==> config.mk <==
export PLATFORM = sky130hd
export DESIGN_NAME = rob_commit
export DESIGN_NICKNAME = d
export VERILOG_FILES = /design/src/rtl/rob_commit_pkg.sv /design/src/rtl/rob_commit_lookup.sv /design/src/rtl/rob_commit.sv
export SDC_FILE = /design/constraint.sdc
export NUM_CORES = 2
export LEC_CHECK = 0
export BUFFER_PORTS_ARGS = -buffer_cell sky130_fd_sc_hd__buf_2
export CAP_MARGIN = 5
export CORE_UTILIZATION = 44
export DETAILED_ROUTE_END_ITERATION = 12
export PLACE_DENSITY = 0.67
export SLEW_MARGIN = 15
export SYNTH_ARGS = -nofsm -noshare
export SYNTH_HDL_FRONTEND = slang
export SYNTH_SLANG_ARGS = --single-unit
==> constraint.sdc <==
create_clock -name clk -period 5.7 [get_ports clk]
set_input_delay 0.855 -clock clk [delete_from_list [all_inputs] [get_ports clk]]
set_output_delay 0.855 -clock clk [all_outputs]
set_load 0.02 [all_outputs]
==> src/rtl/rob_commit_pkg.sv <==
`default_nettype none
// ============================================================================
// Module  : rob_commit_pkg
// Brief   : Shared constants, entry payload type and helpers for the reorder
//           buffer / commit stage.
// Revision: 1.0 - initial release
// ============================================================================
package rob_commit_pkg;

    localparam int ROB_SIZE     = 16;
    localparam int ROB_LR_WIDTH = 4;
    localparam int DATA_WIDTH   = 32;
    localparam int MAX_REG      = 32;
    localparam int REG_W        = 5;
    localparam int PC_W         = 32;

    // Fields captured at dispatch time; result fields live in separate arrays.
    typedef struct packed {
        logic             has_rd;
        logic [REG_W-1:0] rd;
        logic             is_br;
        logic [PC_W-1:0]  alt_pc;
    } rob_payload_t;

    // Register index as seen by the register file commit port.
    function automatic logic [DATA_WIDTH-1:0] zext_rd(input logic [REG_W-1:0] rd);
        return {{(DATA_WIDTH-REG_W){1'b0}}, rd};
    endfunction

endpackage : rob_commit_pkg
`default_nettype wire

==> src/rtl/rob_commit_lookup.sv <==
`default_nettype none
// ============================================================================
// Module  : rob_lookup
// Brief   : Combinational tag-indexed operand read from the reorder buffer,
//           with same-cycle bypass from the writeback bus.
// Revision: 1.0 - initial release
// ============================================================================
module rob_lookup #(
    parameter int ROB_SIZE = 16,
    parameter int TAG_W    = 4
) (
    input  logic [ROB_SIZE-1:0] ready_vec,
    input  logic [31:0]         value_arr [ROB_SIZE],
    input  logic [TAG_W-1:0]    tag,
    input  logic                wb_valid,
    input  logic [TAG_W-1:0]    wb_tag,
    input  logic [31:0]         wb_value,
    output logic                ready,
    output logic [31:0]         value
);

    logic w_hit;

    // A result on the bus this cycle wins over the stored copy.
    always_comb begin
        w_hit = wb_valid && (wb_tag == tag);
        ready = w_hit || ready_vec[tag];
        value = w_hit ? wb_value : value_arr[tag];
    end

endmodule : rob_lookup
`default_nettype wire

==> src/rtl/rob_commit.sv <==
`default_nettype none
// ============================================================================
// Module  : rob_commit
// Brief   : Reorder buffer with in-order commit into the architectural
//           register file and flush generation on a mispredicted branch.
//           Optional macro ROB_QUERY_EN enables the operand lookup ports;
//           without it q*_ready / q*_value are tied to 0.
// Revision: 1.0 - initial release
// ============================================================================
module rob_commit #(
    parameter int ROB_SIZE = rob_commit_pkg::ROB_SIZE,
    parameter int TAG_W    = rob_commit_pkg::ROB_LR_WIDTH
) (
    input  logic             clk,
    input  logic             rst,
    input  logic             rdy,
    input  logic             alloc_valid,
    input  logic             alloc_has_rd,
    input  logic [4:0]       alloc_rd,
    input  logic             alloc_is_br,
    input  logic [31:0]      alloc_alt_pc,
    output logic             alloc_ready,
    output logic [TAG_W-1:0] alloc_tag,
    input  logic             wb_valid,
    input  logic [TAG_W-1:0] wb_tag,
    input  logic [31:0]      wb_value,
    input  logic             wb_mispred,
    input  logic [TAG_W-1:0] q1_tag,
    input  logic [TAG_W-1:0] q2_tag,
    output logic             q1_ready,
    output logic             q2_ready,
    output logic [31:0]      q1_value,
    output logic [31:0]      q2_value,
    output logic [31:0]      commit_rd,
    output logic             ROB_to_Reg_needchange,
    output logic [31:0]      reg_reg_commit_rd_,
    input  logic [TAG_W-1:0] reg_reorder_commit_rd,
    output logic             ROB_to_Reg_needchange2,
    output logic             reg_busy_commit_rd_,
    output logic             Clear_flag,
    output logic [31:0]      redirect_pc
);

    import rob_commit_pkg::*;

    localparam logic [TAG_W:0] C_FULL = (TAG_W+1)'(ROB_SIZE);

    rob_payload_t        r_payload [ROB_SIZE];
    logic [31:0]         r_value   [ROB_SIZE];
    logic [ROB_SIZE-1:0] r_busy;
    logic [ROB_SIZE-1:0] r_ready;
    logic [ROB_SIZE-1:0] r_mispred;
    logic [TAG_W-1:0]    r_head;
    logic [TAG_W-1:0]    r_tail;
    logic [TAG_W:0]      r_count;

    logic w_active;
    logic w_do_alloc;
    logic w_do_wb;
    logic w_do_commit;

    // Registered count only: a slot freed this cycle is not reusable until next.
    assign alloc_ready = (r_count < C_FULL);
    assign alloc_tag   = r_tail;

    // Everything is frozen while rdy is low and suppressed during a flush cycle.
    always_comb begin
        w_active    = rdy && !Clear_flag;
        w_do_alloc  = w_active && alloc_valid && alloc_ready;
        w_do_wb     = w_active && wb_valid && r_busy[wb_tag];
        w_do_commit = w_active && r_busy[r_head] && r_ready[r_head];
    end

    // Commit port toward the register file, zero whenever no commit happens.
    always_comb begin
        ROB_to_Reg_needchange  = w_do_commit;
        ROB_to_Reg_needchange2 = w_do_commit && (reg_reorder_commit_rd == r_head);
        commit_rd              = (w_do_commit && r_payload[r_head].has_rd)
                                 ? zext_rd(r_payload[r_head].rd) : '0;
        reg_reg_commit_rd_     = w_do_commit ? r_value[r_head] : '0;
        reg_busy_commit_rd_    = 1'b0;
    end

    // Entry state, pointers, occupancy and the registered flush request.
    always_ff @(posedge clk) begin
        if (rst) begin
            for (int i = 0; i < ROB_SIZE; i++) begin
                r_payload[i] <= '0;
                r_value[i]   <= '0;
            end
            r_busy      <= '0;
            r_ready     <= '0;
            r_mispred   <= '0;
            r_head      <= '0;
            r_tail      <= '0;
            r_count     <= '0;
            Clear_flag  <= 1'b0;
            redirect_pc <= '0;
        end else if (rdy) begin
            if (Clear_flag) begin
                r_busy      <= '0;
                r_head      <= '0;
                r_tail      <= '0;
                r_count     <= '0;
                Clear_flag  <= 1'b0;
                redirect_pc <= '0;
            end else begin
                if (w_do_alloc) begin
                    r_payload[r_tail] <= '{has_rd: alloc_has_rd, rd: alloc_rd,
                                           is_br: alloc_is_br, alt_pc: alloc_alt_pc};
                    r_busy[r_tail]    <= 1'b1;
                    r_ready[r_tail]   <= 1'b0;
                    r_tail            <= r_tail + 1'b1;
                end
                if (w_do_wb) begin
                    r_ready[wb_tag]   <= 1'b1;
                    r_value[wb_tag]   <= wb_value;
                    r_mispred[wb_tag] <= wb_mispred;
                end
                if (w_do_commit) begin
                    r_busy[r_head] <= 1'b0;
                    r_head         <= r_head + 1'b1;
                    // The branch itself retires; younger entries are flushed next cycle.
                    if (r_payload[r_head].is_br && r_mispred[r_head]) begin
                        Clear_flag  <= 1'b1;
                        redirect_pc <= r_payload[r_head].alt_pc;
                    end
                end
                r_count <= r_count + {{TAG_W{1'b0}}, w_do_alloc}
                                   - {{TAG_W{1'b0}}, w_do_commit};
            end
        end
    end

`ifdef ROB_QUERY_EN
    rob_lookup #(.ROB_SIZE(ROB_SIZE), .TAG_W(TAG_W)) u_lookup_q1 (
        .ready_vec (r_ready),
        .value_arr (r_value),
        .tag       (q1_tag),
        .wb_valid  (wb_valid),
        .wb_tag    (wb_tag),
        .wb_value  (wb_value),
        .ready     (q1_ready),
        .value     (q1_value)
    );

    rob_lookup #(.ROB_SIZE(ROB_SIZE), .TAG_W(TAG_W)) u_lookup_q2 (
        .ready_vec (r_ready),
        .value_arr (r_value),
        .tag       (q2_tag),
        .wb_valid  (wb_valid),
        .wb_tag    (wb_tag),
        .wb_value  (wb_value),
        .ready     (q2_ready),
        .value     (q2_value)
    );
`else
    // Lookup ports stay on the boundary but carry no logic in this build.
    logic unused_q_tags;
    assign unused_q_tags = ^{q1_tag, q2_tag};
    assign q1_ready = 1'b0;
    assign q2_ready = 1'b0;
    assign q1_value = '0;
    assign q2_value = '0;
`endif

endmodule : rob_commit
`default_nettype wire

# Word level (Yosys, flattened, before mapping)
# Memory sizes are Yosys's and may differ from the RTL's. A register that Yosys moved wholly into a read port is not among the register bits.
# Index checks and enable logic that the tools add are counted.
[totals]
register_bits = 94
ram_bits = 1136
input_bits = 93
out_inout_bits = 171
wordCells = 114
n_memories = 2
[classes]
add_sub_neg = 4
n_lt_le_gt_ge = 7
eq_ne = 1
mux = 61
bitwise_logic = 7
reduce_logical = 24
[mem_list]
columns = ["name", "words", "word_bits", "rd", "rd_ports_with_merged_regs", "write_ports", "line", "source"]
rows = [
  ["r_payload", 16, 39, 1, 1, 16, "rob_commit.sv:48", "rob_payload_t r_payload [ROB_SIZE];"],
  ["r_value", 16, 32, 1, 1, 16, "rob_commit.sv:49", "logic [31:0] r_value [ROB_SIZE];"],
]
[ops]
columns = ["op", "count"]
rows = [
  ["2-to-1 mux 16 bit", 11],
  ["2-to-1 mux 32 bit", 5],
  ["2-to-1 mux 4 bit", 10],
  ["2-to-1 mux 39 bit", 1],
  ["OR reduction 39 bit", 1],
  ["AND 16 bit", 2],
  ["NOT 16 bit", 2],
  ["bitwise OR 16 bit", 2],
  ["OR reduction 32 bit", 1],
  ["2-to-1 mux 1 bit", 24],
  ["binary-select mux 1 bit (select 4 bit)", 4],
  ["bitwise mux 16 bit", 1],
  ["< comparator 4 x 5 -> 1 bit (second input constant)", 3],
  ["logical AND 1 bit", 13],
  ["demux 1 bit (select 4 bit)", 3],
  [">= comparator 4 x 1 -> 1 bit (second input constant)", 3],
  ["2-to-1 mux 5 bit", 2],
  ["adder 4 x 1 -> 4 bit (second input constant)", 2],
  ["AND reduction 2 bit", 3],
  ["AND reduction 3 bit", 2],
  ["nonzero test 2 bit", 3],
  ["adder 5 x 1 -> 5 bit", 1],
  ["< comparator 5 bit (second input constant)", 1],
  ["subtractor 5 x 1 -> 5 bit", 1],
  ["3 further kinds", 3],
]

# Depth between registers and ports, before layout
[logic_depth]
ltp_word = 12
depth_mapped = 19
ltp_nobuf = 16

# Worst setup path before layout
# Ideal clock, no wire load.
[synth_timing]
path_kind = "input to register"
startpoint = "input rdy"
endpoint = "memory r_payload[15][0] in the netlist's numbering (enable)"
setup_ns = 0.492
t_arrival_ns = 4.381
path_slack_ns = 0.827
cell_stages = 5
n_path_buf = 1
path_cell_list = "nor2b_1 and3_1 clkbuf_1 nand2_1 o21ai_0"
[synth_rtl]
columns = ["element", "line", "source"]
rows = [
  ["start, declared", "rob_commit.sv:16", "input logic rdy,"],
  ["end, declared", "rob_commit.sv:48", ""],
]

# Worst setup path in the final report
[layout_timing]
startpoint = "register r_head[1]"
endpoint = "output commit_rd[0]"
[layout_via]
elab_chain_len = 6
[layout_lines]
columns = ["element", "line", "source"]
rows = [
  ["start, declared", "rob_commit.sv:53", "logic [TAG_W-1:0] r_head;"],
  ["start signal, assigned", "rob_commit.sv:122", "r_head <= r_head + 1'b1;"],
  ["binary-select mux 1 bit (select 4 bit)", "rob_commit.sv:71", "w_do_commit = w_active && r_busy[r_head] && r_ready[r_head];"],
  ["2-to-1 mux 1 bit (implied by the code)", "rob_commit.sv:71", ""],
  ["logical AND 1 bit", "rob_commit.sv:71", ""],
  ["logical AND 1 bit *", "rob_commit.sv:71", ""],
  ["logical AND 1 bit *", "rob_commit.sv:78", "commit_rd = (w_do_commit && r_payload[r_head].has_rd)"],
  ["2-to-1 mux 5 bit *", "rob_commit.sv:79", "? zext_rd(r_payload[r_head].rd) : '0;"],
  ["end, declared", "rob_commit.sv:34", "output logic [31:0] commit_rd,"],
]
# Every way passes the cells marked *; elsewhere a longest branch is shown, timed or not. The select of a mux whose other input is x is not followed.

==> run_results.csv <==
group,metric,value,unit
hold_path,hold_path.startpoint,"r_mispred[2]",
pwr,p_sw_share,22.6,%
pwr,combinationalPowerShare,4.5,%
routing,drtIter0Drc,4004,
synth,postSynthCellCount,3665,
timing,rsz0062_at_grt,"no",
global_route,overflow,0,
pwr,power,19.5,mW
global_route,grtUsageTotal,23.1,%
synth,yosys-top-cells-area,"edfxtp_1 60%, mux4_2 15%, and2_1 9.6%, and3_1 3.5%, dfxtp_1 3.5%",
routing,ant_nets,0,
synth,ys_seq_area_share,63.9,%
critical_path,cp.arrival,3880,ps
timing,fin_crit_sh,83.1,%
critical_path,regToRegStartpoint,"r_head[1]",
floorplan,rows,131,
finish,fill_cells,10500,
finish,area_growth,11.6,%
floorplan,die_width,360,um
synth,synth_cell_types,49,
pwr,pwr_density_cell,310,nW/um^2
clock_network,htree_levels,4,
synth,yosys.area.top_type_share,60.4,%
global_route,grt_max_degree,107,
status,status,"finished, violations left",
critical_path,reg2reg_depth,17,
critical_path,r2r_slack,1310,ps
routing,drc,4,
floorplan,start_util,44.3,%
critical_path,worstSetupEndpointType,"output pin",
clock_network,postCtsHoldBufs,0,
timing,max_slew_margin,17.4,%
status,violations,"DRC",
finish,nets,3803,
pwr,p_sw,4.41,mW
synth,postSynth.asyncResetShare,0,%
clock_network,clk_path_buf_depth,3,
critical_path,cp.required,4850,ps
routing,num_vias,31800,
hold_path,hold_path_depth,2,
clock_network,clock_sinks,1234,
pwr,max-vdd-ir-drop,0.000332,V
finish,regArea,36100,um^2
synth,synth_enable_flop_cells,1136,
clock_network,clk_pin_slew,60,ps
pwr,power_leakage,23.3,nW
global_route,grt_pass1_vias,31900,
job,maxCapViolCount,0,
clock_network,numCtsBuffers,134,
critical_path,cp-start-kind,"register",
place,gp_congestion,0.784,
routing,viasPerCell,5.81,
pwr,p_clk_share,43.0,%
routing,wl_per_cell,27.4,um
timing,finClkSkew,27.0,ps
routing,drt_pass1_iterations,10,
synth,syn-cell-area,56500,um^2
timing,tns,0,ps
global_route,grt_antenna_before_repair,24,
clock_network,cts_resized,0,
hold_path,hold_class,"reg -> reg",
hold_path,hold_path_end,"r_mispred[2]",
timing,maxSlewViolCount,0,
synth,yosys.area.top_type,"edfxtp_1",
timing,fmax,0.211,GHz
global_route,grt_pass1_wl,219000,um
clock_network,clock_latency,770,ps
critical_path,r2r_end,"r_count[4]",
floorplan,die_h,360,um
timing,period_needed,4740,ps
synth,ys_ff_latch,1234,
floorplan,boundaryPins,264,
clock_network,cts_setup_buffers,0,
synth,avgSynthCellArea,15.4,um^2
finish,multi_input_area,19000,um^2
floorplan,die_area,130000,um^2
finish,layout-drive-gt1-share,23.1,%
timing,finalHoldViolations,0,
place,port_buffers,161,
pwr,p_int,15.1,mW
clock_network,clock-root-buffer,"clkbuf_16",
synth,synth_ff_type,"edfxtp_1",
floorplan,core-area,127000,um^2
timing,finalSetupViolCount,0,
finish,post-route-cell-area,63000,um^2
place,post-dp-hpwl,80900,um
critical_path,crit_fanout,20,
pwr,pwr-share-seq,52.4,%
timing,tightestPinTransition,1240,ps
place,placed_cell_area,58700,um^2
critical_path,setup.worst_path.class,"reg -> out",
clock_network,tritoncts,"done",
routing,routed_wl,150000,um
synth,ys_warn_count,0,
-- sequential cells by signal, indices dropped and copies added, names as in the netlist, named ones only --
signal and cells:
r_head 4, redirect_pc 32, alloc_tag 4, r_ready 16
r_busy 16, r_payload 624, r_mispred 16, r_value 512
r_count 5, Clear_flag 1
-- cell usage after synthesis, types with 2 or more instances --
| cell type | n |
|---|---|
| or3_1 | 6 |
| nor2_1 | 48 |
| edfxtp_1 | 1136 |
| mux4_2 | 368 |
| nor2b_1 | 9 |
| a311oi_1 | 4 |
| buf_2 | 19 |
| inv_1 | 24 |
| dfxtp_1 | 98 |
| o211ai_1 | 2 |
| clkbuf_1 | 311 |
| buf_1 | 13 |
| buf_4 | 95 |
| nor3_1 | 7 |
| a22oi_1 | 7 |
| o21a_1 | 2 |
| nand4b_1 | 2 |
| buf_8 | 3 |
| a31o_2 | 12 |
| o22ai_1 | 4 |
| ha_1 | 13 |
| or2_2 | 3 |
| a2bb2oi_1 | 2 |
| mux2i_1 | 44 |
| mux2_2 | 2 |
| a21oi_1 | 28 |
| nand4_1 | 4 |
| xnor2_1 | 7 |
| o31ai_1 | 2 |
| o21ai_0 | 23 |
| nand2b_1 | 7 |
| a22o_1 | 12 |
| and3_1 | 318 |
| and2_1 | 868 |
| nand3_1 | 53 |
| nand2_1 | 96 |
-- layer usage --
layer	part of all wire (%)	vias to the layer above	track usage, %
met1	39	16500	30.8
met4	2.6	14	6.82
met3	8.4	294	4.74
li1	-	13600	-
met2	50	1465	38.1
met5	0.071	-	0
-- layout by cell type, fill, tap and decap left out, types with 7 or more instances in the layout --
master        n
nor2_4       22
mux4_2      368
ha_1          9
and3_1      314
clkbuf_1     41
buf_4        75
a31o_2       12
a22oi_1       7
o21ai_4      11
a22o_1       12
buf_12        7
clkinv_2     18
o21ai_0      12
nor2_1       26
nand3_1      53
inv_1        23
xnor2_1       7
buf_2       161
nor2b_1       9
nand2_2      17
mux2i_1      44
nand2_1      77
clkbuf_16   138
a21oi_1      28
edfxtp_1   1136
and2_1      868
nand2b_1      7
dfxtp_1      94
conb_1       94
diode_2      10
clkinv_1     23
-- per-stage QoR --
stage | hold slack [ps] | setup slack [ps] | util (%) | cells
after CTS | 412 | 943 | 49.4 | 5465
after detailed placement | 447 | 1350 | 46.1 | 5221
after global placement | 451 | 1320 | 46.1 | 5221
final | 458 | 963 | 49.5 | 5476
after floorplan | 433 | 827 | - | 3758
after global routing | 440 | 760 | 49.5 | 5468
-- layout make-up --
class | instances | share of cell area (%)
Antenna cell | 10 | 0.0397
Clock buffer | 182 | 5.79
Clock inverter | 62 | 0.888
Inverter | 24 | 0.151
Multi-Input combinational cell | 2058 | 30.1
Sequential cell | 1234 | 57.3
Tap cell | 1662 | 3.30
Timing Repair Buffer | 244 | 2.44
-- worst max-delay path: stages (launching register included) --
cell	delay (ps)
dfxtp_1	800
mux2i_1	170
mux4_2	520
a2111oi_4	440
nand2_4	130
inv_1	150
buf_4	280
and3_1	390
buf_2	230
-- power by group through the flow --
| stage | clock (mW) | combinational [mW] | sequential (mW) |
|---|---|---|---|
| finish | 8.40 | 0.883 | 10.2 |
| global route | 8.82 | 0.927 | 10.3 |
| CTS | 8.50 | 0.880 | 10.2 |
| detailed placement | 0 | 0.879 | 10.4 |
| global placement | 0 | 0.870 | 10.4 |
| floorplan | 0 | 0.540 | 10.4 |
-- kinds of logic after synthesis --
logic type / count (synthesis) / share of synthesized area (%)
flops: 1234 / 63.9
simple gates: 1425 / 15.0
other cells: 1 / 0.00664
mux: 414 / 15.5
buf+inv: 466 / 3.85
compound gates: 103 / 1.26
xor+xnor: 8 / 0.124
fa+ha+maj: 14 / 0.324
-- how the worst max path moves through the flow --
stage                                  end  depth (start not counted)      start  slack (ps)
floorplan                 r_payload[15][0]                          5        rdy         830
global route                  commit_rd[4]                          8  r_head[1]         760
CTS                 reg_reg_commit_rd_[21]                          5   register         940
detailed placement              r_count[4]                         16        rdy        1350
finish                        commit_rd[0]                          8  r_head[1]         960
global placement                r_count[4]                         17  r_head[1]        1320
(Power assumes the default switching activity.)
